### src/rtl/aes_mix_columns_enc.sv
// -----------------------------------------------------------------------------
// aes_mix_columns_enc
//   AES-128 MixColumns for the encrypt datapath. It sits between ShiftRows and
//   AddRoundKey in rounds 1..9. All four columns are mixed combinationally in
//   parallel, and the result is registered. Latency is one cycle, and the block
//   accepts a new state on every clock.
//
//   Optional feature macro: MIXCOL_INV_EN
//     When defined, the block adds an Inv input. With Inv=1 it computes
//     InvMixColumns, and with Inv=0 it computes the forward transform. Inv is
//     sampled on the same edge as In.
//
// Ports
//   Clk    in   1    clock, rising edge
//   Rst_n  in   1    asynchronous active-low reset (deassert synchronously)
//   In     in   128  state; In[127:120] = byte 0 (row0,col0), column-major
//   Inv    in   1    (MIXCOL_INV_EN only) 1 = InvMixColumns
//   Out    out  128  registered MixColumns(In), same byte ordering as In
// -----------------------------------------------------------------------------
module aes_mix_columns_enc (
    input  logic         Clk,
    input  logic         Rst_n,
    input  logic [127:0] In,
`ifdef MIXCOL_INV_EN
    input  logic         Inv,
`endif
    output logic [127:0] Out
);

    // GF(2^8) multiply by x, reduced by 0x11B.
    function automatic logic [7:0] xtime(input logic [7:0] b);
        return {b[6:0], 1'b0} ^ (b[7] ? 8'h1B : 8'h00);
    endfunction

    function automatic logic [7:0] mul3(input logic [7:0] b);
        return xtime(b) ^ b;
    endfunction

    // One column: bytes s0..s3 run MSB to LSB.
    function automatic logic [31:0] mix_col_fwd(input logic [31:0] col);
        logic [7:0] s0, s1, s2, s3;
        logic [7:0] r0, r1, r2, r3;
        s0 = col[31:24];
        s1 = col[23:16];
        s2 = col[15:8];
        s3 = col[7:0];
        r0 = xtime(s0) ^ mul3(s1) ^ s2 ^ s3;
        r1 = s0 ^ xtime(s1) ^ mul3(s2) ^ s3;
        r2 = s0 ^ s1 ^ xtime(s2) ^ mul3(s3);
        r3 = mul3(s0) ^ s1 ^ s2 ^ xtime(s3);
        return {r0, r1, r2, r3};
    endfunction

`ifdef MIXCOL_INV_EN
    // The inverse coefficients 9, b, d and e are built from x2/x4/x8 of each byte.
    // m9 = 8+1, mb = 8+2+1, md = 8+4+1, me = 8+4+2.
    function automatic logic [31:0] mix_col_inv(input logic [31:0] col);
        logic [7:0] s [4];
        logic [7:0] m9 [4];
        logic [7:0] mb [4];
        logic [7:0] md [4];
        logic [7:0] me [4];
        logic [7:0] x2, x4, x8;
        for (int i = 0; i < 4; i++) begin
            s[i]  = col[31-8*i -: 8];
            x2    = xtime(s[i]);
            x4    = xtime(x2);
            x8    = xtime(x4);
            m9[i] = x8 ^ s[i];
            mb[i] = x8 ^ x2 ^ s[i];
            md[i] = x8 ^ x4 ^ s[i];
            me[i] = x8 ^ x4 ^ x2;
        end
        return {me[0] ^ mb[1] ^ md[2] ^ m9[3],
                m9[0] ^ me[1] ^ mb[2] ^ md[3],
                md[0] ^ m9[1] ^ me[2] ^ mb[3],
                mb[0] ^ md[1] ^ m9[2] ^ me[3]};
    endfunction
`endif

    // Stage p0: combinational mix of all four columns.
    logic [127:0] mix_p0;

    always_comb begin
        mix_p0 = '0;
        for (int c = 0; c < 4; c++) begin
`ifdef MIXCOL_INV_EN
            mix_p0[127-32*c -: 32] = Inv ? mix_col_inv(In[127-32*c -: 32])
                                         : mix_col_fwd(In[127-32*c -: 32]);
`else
            mix_p0[127-32*c -: 32] = mix_col_fwd(In[127-32*c -: 32]);
`endif
        end
    end

    // Stage p0 -> output register.
    always_ff @(posedge Clk or negedge Rst_n) begin
        if (!Rst_n) begin
            Out <= '0;
        end else begin
            Out <= mix_p0;
        end
    end

endmodule

### config.mk
export PLATFORM = sky130hd
export DESIGN_NAME = aes_mix_columns_enc
export DESIGN_NICKNAME = d
export VERILOG_FILES = /design/src/rtl/aes_mix_columns_enc.sv
export SDC_FILE = /design/constraint.sdc
export NUM_CORES = 1
export LEC_CHECK = 0
export BUFFER_PORTS_ARGS = -buffer_cell sky130_fd_sc_hd__buf_2
export CAP_MARGIN = 20
export CELL_PAD_IN_SITES_DETAIL_PLACEMENT = 1
export CELL_PAD_IN_SITES_GLOBAL_PLACEMENT = 1
export CORE_MARGIN = 2
export CORE_UTILIZATION = 39
export CTS_CLUSTER_DIAMETER = 120
export DETAILED_ROUTE_END_ITERATION = 7
export PLACE_DENSITY_LB_ADDON = 0.1
export SYNTH_ARGS = -nofsm -noshare
export SYNTH_HDL_FRONTEND = slang
export SYNTH_SLANG_ARGS = --single-unit
### constraint.sdc
create_clock -name Clk -period 0.8 [get_ports Clk]
set_input_delay 0.04 -clock Clk [delete_from_list [all_inputs] [get_ports Clk]]
set_output_delay 0.04 -clock Clk [all_outputs]
set_load 0.01 [all_outputs]
==> summary by stage, run 1 <==
Placed design
Once detailed placement completed, the half-perimeter wirelength came to 17.7 mm. Routability-driven placement finished with a final weighted congestion of approximately 0.80. The port buffer count is 257.

Critical path
Data on the critical path is required at its endpoint by 0.76 ns. The critical path starts at Out[3]. Together, buffers and inverters on the worst path number 1.

Broken down by cell family, the worst path's largest delay share belongs to flip-flops. The launching element type of the critical path is a register. Data arrives at the worst endpoint at 0.95 ns. On the critical path, the stage with the largest delay is an instance of dfrtp_1.

The critical path is of the register to primary output type. In this design, the stage delay of the slowest critical-path cell is 0.39 ns. Of all nets on the critical path, the largest fanout is 1. The critical path goes through buf_2. STA classifies the critical path endpoint as a primary output.

Final layout
In the final layout, the registers with the most flip-flops are Out: 128 flops. Fill cells in the final layout number around 2,000. The area growth from synthesis to final layout is 49.1%. The fraction of layout cells with a size suffix above 1 is 55.5%. At the end of the flow the core is filled with cells to 59.7%. In the final design database the tool counted a little under 1,000 nets.

The area of combinational cells with multiple inputs is roughly 5700 um^2. The commonest non-fill, non-tap cell in the layout is buf_2. The top cell types in the final layout, fill and taps aside, are buf_2 (204), xnor3_1 (132), dfrtp_1 (128). The number of flip-flops under the largest register name is 128.

The register with the highest flop count is Out. In the final layout, flip-flops and latches occupy 3200 um^2.

Run status
The final reports fail on negative setup slack. The flow ran to the end, but the final reports show violations.

Power
Summing internal, switching and leakage power gives 0.0278 W. The static leakage power is between 6 and 7 nW. In this run the power spent charging and discharging nets is 0.00812 W. Per report_power, the sequential group accounts for 32.7% of the total. The net switching share of the total power is a little under 30%.

The part of the total power dissipated in combinational logic is 39.4%. The internal cell power is 0.0197 W. IR analysis of the VDD net gives a maximum drop of 1430 uV. The clock network burns 27.8% of the power. Dividing total power by cell area gives a power density of 2200 nW/um^2.

Timing
The actual slew at the worst max-slew pin is 0.401 ns. The final number of max-transition violations is 0. The hold slack is around 0.03 ns. The share of the clock period used by the worst path is 123%.

Headroom to the max-slew limit came out at 73.2%. The routed design could run at a clock period as short as 0.987 ns. Setup violations remaining at the end of the flow were counted as 129.

The least setup slack across all paths after layout is -0.187 ns. Setup repair after global routing could not meet its margin everywhere. The total negative slack is -19.69 ns. The count of final hold-check violations is 0. Derived from the worst setup path, the maximum achievable clock frequency is between 1000 and 1500 MHz.

GRT
The maximum number of pins on one net before global-route repair is 36. The number of global-route vias before repair is 5,878. The global router's overall resource usage is roughly a fifth. The initial antenna violation count came to 1. The first global-routing pass estimated 33.5 mm of wire. After global routing the overflow that remains totals 0.

Drt
The number of remaining DRC errors is 0. The number of detailed-route iterations in the first pass is 4. The average detailed-routed wire length per instance is 19.4 um. The first-iteration detailed-routing DRC count is 94. After detailed routing, the number of vias per cell comes to 4.46. The number of vias after detailed routing is between 5,000 and 6,000. Once detail routing completed, the nets flagged for antenna violations numbered 0. The total detailed-routing wirelength is 22.0 mm.

Yosys
By area the synthesized netlist is led by dfrtp_1 (38%), xnor3_1 (35%), xor3_1 (10%). The mean instance size in the synthesized netlist is approximately 18 um^2. The number of nets in the synthesized netlist is between 500 and 600.

After synthesis the netlist holds a flip-flop and latch count of 128. The share of Yosys cell area claimed by the top area cell type is 37.8%. The synthesized netlist devotes 0% of its cell area to compound gates. The largest area contributor in the netlist is dfrtp_1. After Yosys synthesis, XOR and XNOR cells account for about three fifths of the synthesized area. The number of warnings printed during yosys synthesis is 0. The cell area that synthesis handed to floorplanning was 8470 um^2. The part of the Yosys area used for sequential elements is 37.8%. The multiplexer share of the synthesized area is 0%. Synthesis instantiated 12 different standard cells from the library. The arithmetic-cell share of the synthesized area counting full adders, half adders and majority gates is 0%. The synthesized-area fraction occupied by and/or/nand/nor cells is 0%. After synthesis, the largest family of logic cells by area is XOR/XNOR gates. The gate count after technology mapping is 461.

Clocking
Counting the buffers created by CTS gives 17. The root buffer cell is clkbuf_16. TritonCTS built the clock tree. The maximum clock insertion buffer count is 2. Counting every sink on the clock net gives 128. The number of H-tree branching levels is 4.

Buffers added to address setup during post-CTS repair amount to 0. After clock tree synthesis, the clock-pin slew on the worst setup and hold paths is ~0.060 ns.

Floorplanning
The horizontal die dimension is about 150 um. The top-level port count is 258. The count of standard-cell rows is 53. The initial core utilization is 40.0%.

The total area inside the core boundary comes to roughly 21,000 um^2. The floorplan step defined a die boundary enclosing 22,900 um^2. The floorplan die height is 151 um.

Hold path
The tightest min-delay check is of the input pin to register type. The origin of the worst min-delay path is In[120].

Run
The tool flagged a number of max-cap violations equal to 0.
## cells by family (layout without fill, tap and decap cells)
group / Yosys count / count (layout)
xor gates and xnor gates: 306 / 306
DFF: 128 / 128
other: 0 / 1
buffers and inverters: 27 / 428
## area by class of cell
| class | instances | area share (%) |
|---|---|---|
| Multi-Input combinational cell | 306 | 44.9 |
| Sequential cell | 128 | 25.4 |
| Timing Repair Buffer | 396 | 22.4 |
| Clock buffer | 20 | 3.54 |
| Tap cell | 275 | 2.72 |
| Clock inverter | 12 | 1.08 |
| Antenna cell | 1 | 0.0198 |
## path summary, 6_finish.rpt
path,to,slack [ns],depth (start not counted)
worst max-delay path,Out[3],-0.19,1
worst min-delay path,Out[96],0.03,2
max in group asynchronous,Out[27],0.22,3
min in group asynchronous,Out[52],0.18,3
## stage by stage
stage	setup WS (ns)	cells	cell area (um^2)
6_report	-0.187	1138	12600
5_1_grt	-0.235	1137	12600
4_1_cts	-0.208	1137	12500
3_5_place_dp	-0.308	1103	11700
3_3_place_gp	-0.289	1103	11700
2_1_floorplan	-0.0690	461	9210
## cells in the mapped netlist
library cell / number
buf_2: 19
xnor2_1: 73
clkbuf_2: 1
dfrtp_1: 128
xnor2_2: 7
xor2_1: 55
xnor3_1: 132
xor3_1: 37
xnor2_4: 1
xor2_2: 1
clkbuf_1: 4
buf_4: 3
## routing by layer
metal	track usage, %	wire length [um]	share of wire [%]
met5	0	0	0
met4	5.51	255	1.2
met3	5.09	1350	6.1
met2	36.0	11900	54
met1	23.8	8590	39
## what timing repair did
item	CTS	global route
hold buffers	2	0
resized for setup	50	20
endpoints found under the hold margin	129	0
setup endpoints to repair	128	128
## power by group through the flow
stage / logic [W] / registers (W) / clock network, W
after floorplan: 0.00490 / 0.0100 / 0
after global placement: 0.00997 / 0.00898 / 0
after detailed placement: 0.0103 / 0.00901 / 0
after CTS: 0.0109 / 0.00907 / 0.00798
after global routing: 0.0117 / 0.00931 / 0.00826
final: 0.0110 / 0.00910 / 0.00775
(Power assumes the default switching activity.)
==> run 2: changes to the inputs <==
==> constraint.sdc (replaced) <==
create_clock -name Clk -period 0.8 [get_ports Clk]
set_input_delay 0.08 -clock Clk [delete_from_list [all_inputs] [get_ports Clk]]
set_output_delay 0.08 -clock Clk [all_outputs]
set_load 0.01 [all_outputs]
==> run 2 against run 1 <==
The flow still finishes with violations (negative setup slack). Setup slack got worse by 0.055 ns. Power increased by 3.1%. Sequential share of layout area decreased by 0.48 points. First-iteration DRC count decreased by 13%. Critical path type unchanged. Largest cell class unchanged. Highest routed layer is now met5.
==> summary by stage, run 2 (same netlist as run 1, synthesis figures left out) <==
Run status
The flow ran to the end, but the final reports show violations. The checks that failed: negative setup slack.

Timing
The remaining max-slew budget at the tightest pin came to 76.7% (+3.5 points). The time the worst path needs with I/O delays and setup was 1.04 ns (+0.0548 ns). Setup repair after global routing could not meet its margin everywhere. The final number of max-transition violations is 0 (unchanged). The count of final hold-check violations was 0 (unchanged).

The total negative slack is -25.20 ns (-5.51 ns). The setup-violating endpoint count in the final report is 128 (-0.78%). The timing-limited maximum frequency is 960 MHz (-5.3%). The actual slew at the worst max-slew pin is 0.349 ns (-0.0520 ns). The share of the clock period used by the worst path is 130% (+6.8 points). The hold slack is 0.0541 ns (+0.0233 ns). The least setup slack across all paths after layout is -0.242 ns (-0.0548 ns).

Power
The power share of the sequential group is 31.8% (-0.9 points). The part of the total power dissipated in combinational logic came to 38.9% (-0.5 points). The overall power of the completed layout came to 0.0287 W (+3.1%). The switching power summed over all nets is 0.00824 W (+1.5%). The static leakage power is 7.05 nW (+1.3%).

The net switching share of the total power is 28.7% (-0.45 points). The ratio of total power to cell area came to 2230 nW/um^2 (+1.1%). The clock group share of total power came to 29.3% (+1.5 points). The internal cell power is 0.0204 W (+3.7%). The maximum vdd ir drop is 1550 uV (+8.0%).

GRT
The wire length of the first global-routing pass is 34.3 mm (+2.5%). The global router's overall resource usage came to 20.7% (+0.72 points). The number of global-route vias before repair is 6,053 (+3.0%). The initial antenna violation count is 2 (+1). The maximum number of pins on one net before global-route repair is 30 (-17%). The total congestion overflow after global routing is 0 (unchanged).

Drt
The total detailed-routing wirelength came to 22.6 mm (+2.3%). The first-iteration detailed-routing DRC count came to 82 (-13%). The number of vias after detailed routing was 5,118 (+0.91%). The average detailed-routed wire length per instance is 19.8 um (+2.1%). The number of remaining DRC errors is 0 (unchanged). The via density per instance was 4.49 (+0.64%). The number of nets with antenna violations after detailed routing is 0 (unchanged). The number of detailed-route iterations in the first pass is 4 (unchanged).

Floorplanning
The top-level port count was 258 (unchanged). The horizontal die dimension is 151 um (unchanged). The count of standard-cell rows is 53 (unchanged). The die area came to 22,900 um^2 (unchanged). The floorplan core area is 21,200 um^2 (unchanged). The initial core utilization is 40.0% (unchanged). The floorplan die height is 151 um (unchanged).

Clocking
The number of buffers added for setup after CTS was 0 (unchanged). The number of H-tree branching levels is 4 (unchanged). Clock tree synthesis selected as its root buffer the cell clkbuf_16. The maximum clock insertion buffer count is 2 (unchanged). The clock-pin slew reported for the worst setup and hold paths after clock tree synthesis is 0.06 ns (about the same). The number of buffers added by the clock tree synthesis step was 17 (unchanged).

The TritonCTS clock tree is yes. The clock sink count was 128 (unchanged).

Final layout
Counting flops per register, the top entry is Out. The number of flip-flops under the largest register name was 128 (unchanged). The largest registers in the layout are Out: 128 flops. The finished layout cell area was 12,900 um^2 (+1.9%).

The fraction of layout cells with a size suffix above 1 came to 57.0% (+1.5 points). In the layout the commonest cells are buf_2 (206), xnor3_1 (132), dfrtp_1 (128). The area growth from synthesis to final layout is 52.0%. The library cell used most frequently in the layout, excluding fill and tap cells, is buf_2.

The core utilization of the finished layout is 60.9% (+1.1 points). The layout net count is 982 (+0.31%).

Placed design
The detailed placement HPWL is 17.9 mm (+1.2%). The weighted congestion reported at the end of routability-driven placement was 0.897 (+12%). The port buffer count is 257 (unchanged). The instance area after placement is 11,900 um^2 (+1.7%).

Critical path
The maximum fanout count along the critical path came to 1 (unchanged). The critical path goes through buf_2. Broken down by cell family, the worst path's largest delay share belongs to flip-flops.

The critical path required time is 0.72 ns (-0.04 ns). The cell at the slowest stage of the critical path is dfrtp_1. The worst setup path is captured at a primary output. The arrival time of data at the critical path endpoint is 0.96 ns (about the same). The number of buffers and inverters on the critical path is 1 (unchanged). The critical setup path kind is register to primary output. The launching element type of the critical path is a register. The worst stage delay on the critical path was 0.40 ns (about the same). The cell depth of the worst setup path was 1 (unchanged).

Hold path
The worst hold path stage count is 2 (unchanged). The classification of the worst-slack hold path is input pin to register.

Run
The number of violations of the max-capacitance limit came to 0 (unchanged).
==> run 2: cell types whose count changed in the layout (fill, tap and decap cells not counted), moves of 2 or more <==
cell,change
buf_12,+4
xnor2_4,+5
xnor2_1,-2
xnor2_2,-3
clkbuf_8,+4
buf_2,+2
xor2_1,-7
clkbuf_1,-2
clkinv_2,-2
buf_6,-2
xor2_2,+7
==> run 2: metrics by stage <==
| stage | cells | setup slack [ns] |
|---|---|---|
| global placement | 1107 | -0.300 |
| floorplan | 461 | -0.109 |
| detailed placement | 1107 | -0.322 |
| global route | 1141 | -0.280 |
| finish | 1141 | -0.242 |
| CTS | 1140 | -0.276 |
==> run 2: final timing paths <==
| path | startpoint | to | slack [ns] |
|---|---|---|---|
| setup / recovery | Out[57] | Out[57] | -0.24 |
| hold / removal | In[22] | Out[14] | 0.05 |
| max in group asynchronous | Rst_n | Out[16] | 0.23 |
| min in group asynchronous | Rst_n | Out[61] | 0.08 |
==> run 2: per-layer routing <==
layer | global-route usage [%] | routed length [um] | part of all wire, % | vias up
li1 | - | - | - | 2345
met1 | 24.2 | 8540 | 38 | 2565
met2 | 37.5 | 12200 | 54 | 174
met3 | 4.85 | 1370 | 6.1 | 32
met4 | 7.01 | 464 | 2.1 | 2
met5 | 0 | 16 | 0.071 | -
==> run 2: timing repair <==
action | CTS | global route
hold buffers | 1 | 0
hold endpoints to repair | 128 | 0
endpoints found under the setup margin | 128 | 128
gates resized for setup | 56 | 15
==> run 2: power by group through the flow <==
stage	Combinational [W]	Sequential (W)	Clock, W
floorplan	0.00497	0.0100	0
global placement	0.0101	0.00898	0
detailed placement	0.0104	0.00903	0
CTS	0.0111	0.00908	0.00865
global route	0.0119	0.00929	0.00891
finish	0.0112	0.00911	0.00840
==> run 2: cell type report <==
class	instances	area [um^2]
multi-input combinational	306	5800
timing repair buffer	399	2890
tap	275	344
sequential	128	3200
clock buffer	22	494
clock inverter	10	149
fill	1985	8280
antenna	1	2.50
==> run 3: changes to the inputs <==
Settings changed: MAX_ROUTING_LAYER from default to met4.
==> run 3 against run 2 <==
The flow still finishes with violations (negative setup slack). Sequential power barely moved. Combinational power about the same. Final cell count about the same. Worst hold slack got worse by 0.00053 ns. Die area stayed put.
==> summary by stage, run 3 (same netlist as run 1, synthesis figures left out) <==
Run status
The flow ran to the end, but the final reports show violations. The final reports fail on negative setup slack.

Floorplanning
The floorplan die height is 151 um (unchanged). The floorplan core area is 21,200 um^2 (unchanged). The top-level port count is 258 (unchanged).

The die area is 22,900 um^2 (unchanged). The initial core utilization was 40.0% (unchanged). The horizontal die dimension is 151 um (unchanged). The count of standard-cell rows is 53 (unchanged).

Timing
The timing-limited maximum frequency is 959 MHz (-0.12%). The share of the clock period used by the worst path is 130% (+0.16 points). The least setup slack across all paths after layout is -0.243 ns (-0.00126 ns).

The actual slew at the worst max-slew pin was 0.345 ns (-0.00478 ns). The final number of max-transition violations is 0 (unchanged). Setup repair after global routing could not meet its margin everywhere. The count of final hold-check violations is 0 (unchanged). The setup-violating endpoint count in the final report is 128 (unchanged). The remaining max-slew budget at the tightest pin is 77.0% (+0.32 points).

The total negative slack is -25.34 ns (-0.133 ns). The time the worst path needs with I/O delays and setup was 1.04 ns (+0.00126 ns).

Clocking
The number of buffers added by the clock tree synthesis step came to 17 (unchanged). TritonCTS built the clock tree. The cell sitting at the root of the clock tree is a clkbuf_16. The maximum clock insertion buffer count is 2 (unchanged). The number of buffers added for setup after CTS is 0 (unchanged). The clock-pin slew reported for the worst setup and hold paths after clock tree synthesis is 0.06 ns (about the same). The clock sink count is 128 (unchanged). The number of H-tree branching levels is 4 (unchanged).

GRT
The global-route track usage on met1 was 24.3% (+0.12 points). The met2 demand-to-capacity share in global routing is 37.6% (+0.14 points). The wire length of the first global-routing pass came to 34.3 mm (about the same).

The busiest layer in global routing is met2. The initial antenna violation count is 2 (unchanged). The total congestion overflow after global routing is 0 (unchanged).

The number of global-route vias before repair is 6,067 (+0.23%). The maximum number of pins on one net before global-route repair is 30 (unchanged). The global router's overall resource usage is 21.4% (+0.62 points). The met3 demand-to-capacity share in global routing is 4.49% (-0.36 points).

Final layout
The finished layout cell area is 12,900 um^2 (about the same). The number of flip-flops under the largest register name is 128 (unchanged). The largest registers in the layout are Out: 128 flops. The area growth from synthesis to final layout was 51.9% (about the same). The library cell used most frequently in the layout, excluding fill and tap cells, is buf_2. The fraction of layout cells with a size suffix above 1 is 57.0% (unchanged).

The library cells used most frequently in the layout, excluding fill and tap cells, are buf_2 (207), xnor3_1 (132), dfrtp_1 (128). The filler-free cell count of the finished design was 1,142 (+0.088%). Ranked by flip-flop count, first place goes to Out. The layout net count is 982 (unchanged).

Drt
The number of remaining DRC errors is 0 (unchanged). The total detailed-routing wirelength is 22.5 mm (about the same). The number of detailed-route iterations in the first pass is 4 (unchanged).

The number of nets with antenna violations after detailed routing is 0 (unchanged). The number of vias after detailed routing is 5,102 (-0.31%). The average detailed-routed wire length per instance is 19.7 um (-0.17%). The via density per instance is 4.47 (-0.40%). The first-iteration detailed-routing DRC count is 94 (+15%).

Critical path
The number of buffers and inverters on the critical path was 1 (unchanged). The kind of cell with the highest combined delay along the critical path is flip-flops. Traced cell by cell, the critical path runs through buf_2. The launching element type of the critical path is a register. The critical setup path kind is register to primary output. The worst stage delay on the critical path came to 0.40 ns (about the same). The arrival time of data at the critical path endpoint is 0.96 ns (about the same). The cell at the slowest stage of the critical path is dfrtp_1. The maximum fanout count along the critical path is 1 (unchanged). The kind of end point of the critical path is a primary output.

The critical path required time is 0.72 ns (about the same).

Placed design
The port buffer count is 257 (unchanged). The number of placed cells counting well taps is 1,107 (unchanged). The instance area after placement is 11,900 um^2 (unchanged). The weighted congestion reported at the end of routability-driven placement is 0.913 (+1.7%). The detailed placement HPWL is 17.9 mm (unchanged).

Hold path
The classification of the worst-slack hold path is input pin to register.

Power
The static leakage power is 7.05 nW (about the same). The overall power of the completed layout is 0.0287 W (about the same). The ratio of total power to cell area is 2230 nW/um^2 (about the same). The maximum vdd ir drop was 1550 uV (+0.31%).

Run
The number of violations of the max-capacitance limit came to 0 (unchanged).
[run 3: cell types whose count changed in the layout (fill, tap and decap cells not counted)]
cell,change
buf_6,-1
buf_2,+1
diode_2,+1
[run 3: metal layers]
layer,routed length [um],vias up,share of wire [%]
met5,0,-,0
met4,444,0,2.0
met3,1370,30,6.1
met2,12200,177,54
met1,8490,2556,38
li1,-,2339,-
[run 3: final cells by class]
type / instances / area, um^2
Tap cell: 275 / 344
Clock inverter: 10 / 149
Multi-Input combinational cell: 306 / 5800
Clock buffer: 22 / 494
Sequential cell: 128 / 3200
Fill cell: 1985 / 8280
Antenna cell: 2 / 5.00
Timing Repair Buffer: 399 / 2880
[run 3: worst paths after layout]
check	startpoint	endpoint	slack, ns	cells past startpoint
max in group asynchronous	Rst_n	Out[16]	0.23	3
setup / recovery	Out[57]	Out[57]	-0.24	1
hold / removal	In[22]	Out[14]	0.05	2
min in group asynchronous	Rst_n	Out[61]	0.08	2
[run 3: stage by stage]
step	hold slack (ns)	worst slack [ns]	util, %
floorplan	-0.216	-0.109	-
global placement	-0.0365	-0.300	56.3
detailed placement	-0.0388	-0.322	56.3
CTS	0.0376	-0.276	60.4
global route	0.0662	-0.280	60.8
finish	0.0536	-0.243	60.8
[run 3: repair_timing]
action,in CTS,in global routing
endpoints found under the hold margin,128,0
hold buffers,1,0
setup endpoints to repair,128,128
gates resized for setup,56,14
[run 3: where the power goes]
part / total, W / internal [W] / switching (W)
logic: 0.0111 / 0.00670 / 0.00445
clock network: 0.00842 / 0.00536 / 0.00306
registers: 0.00911 / 0.00836 / 0.000747
total: 0.0287 / 0.0204 / 0.00826
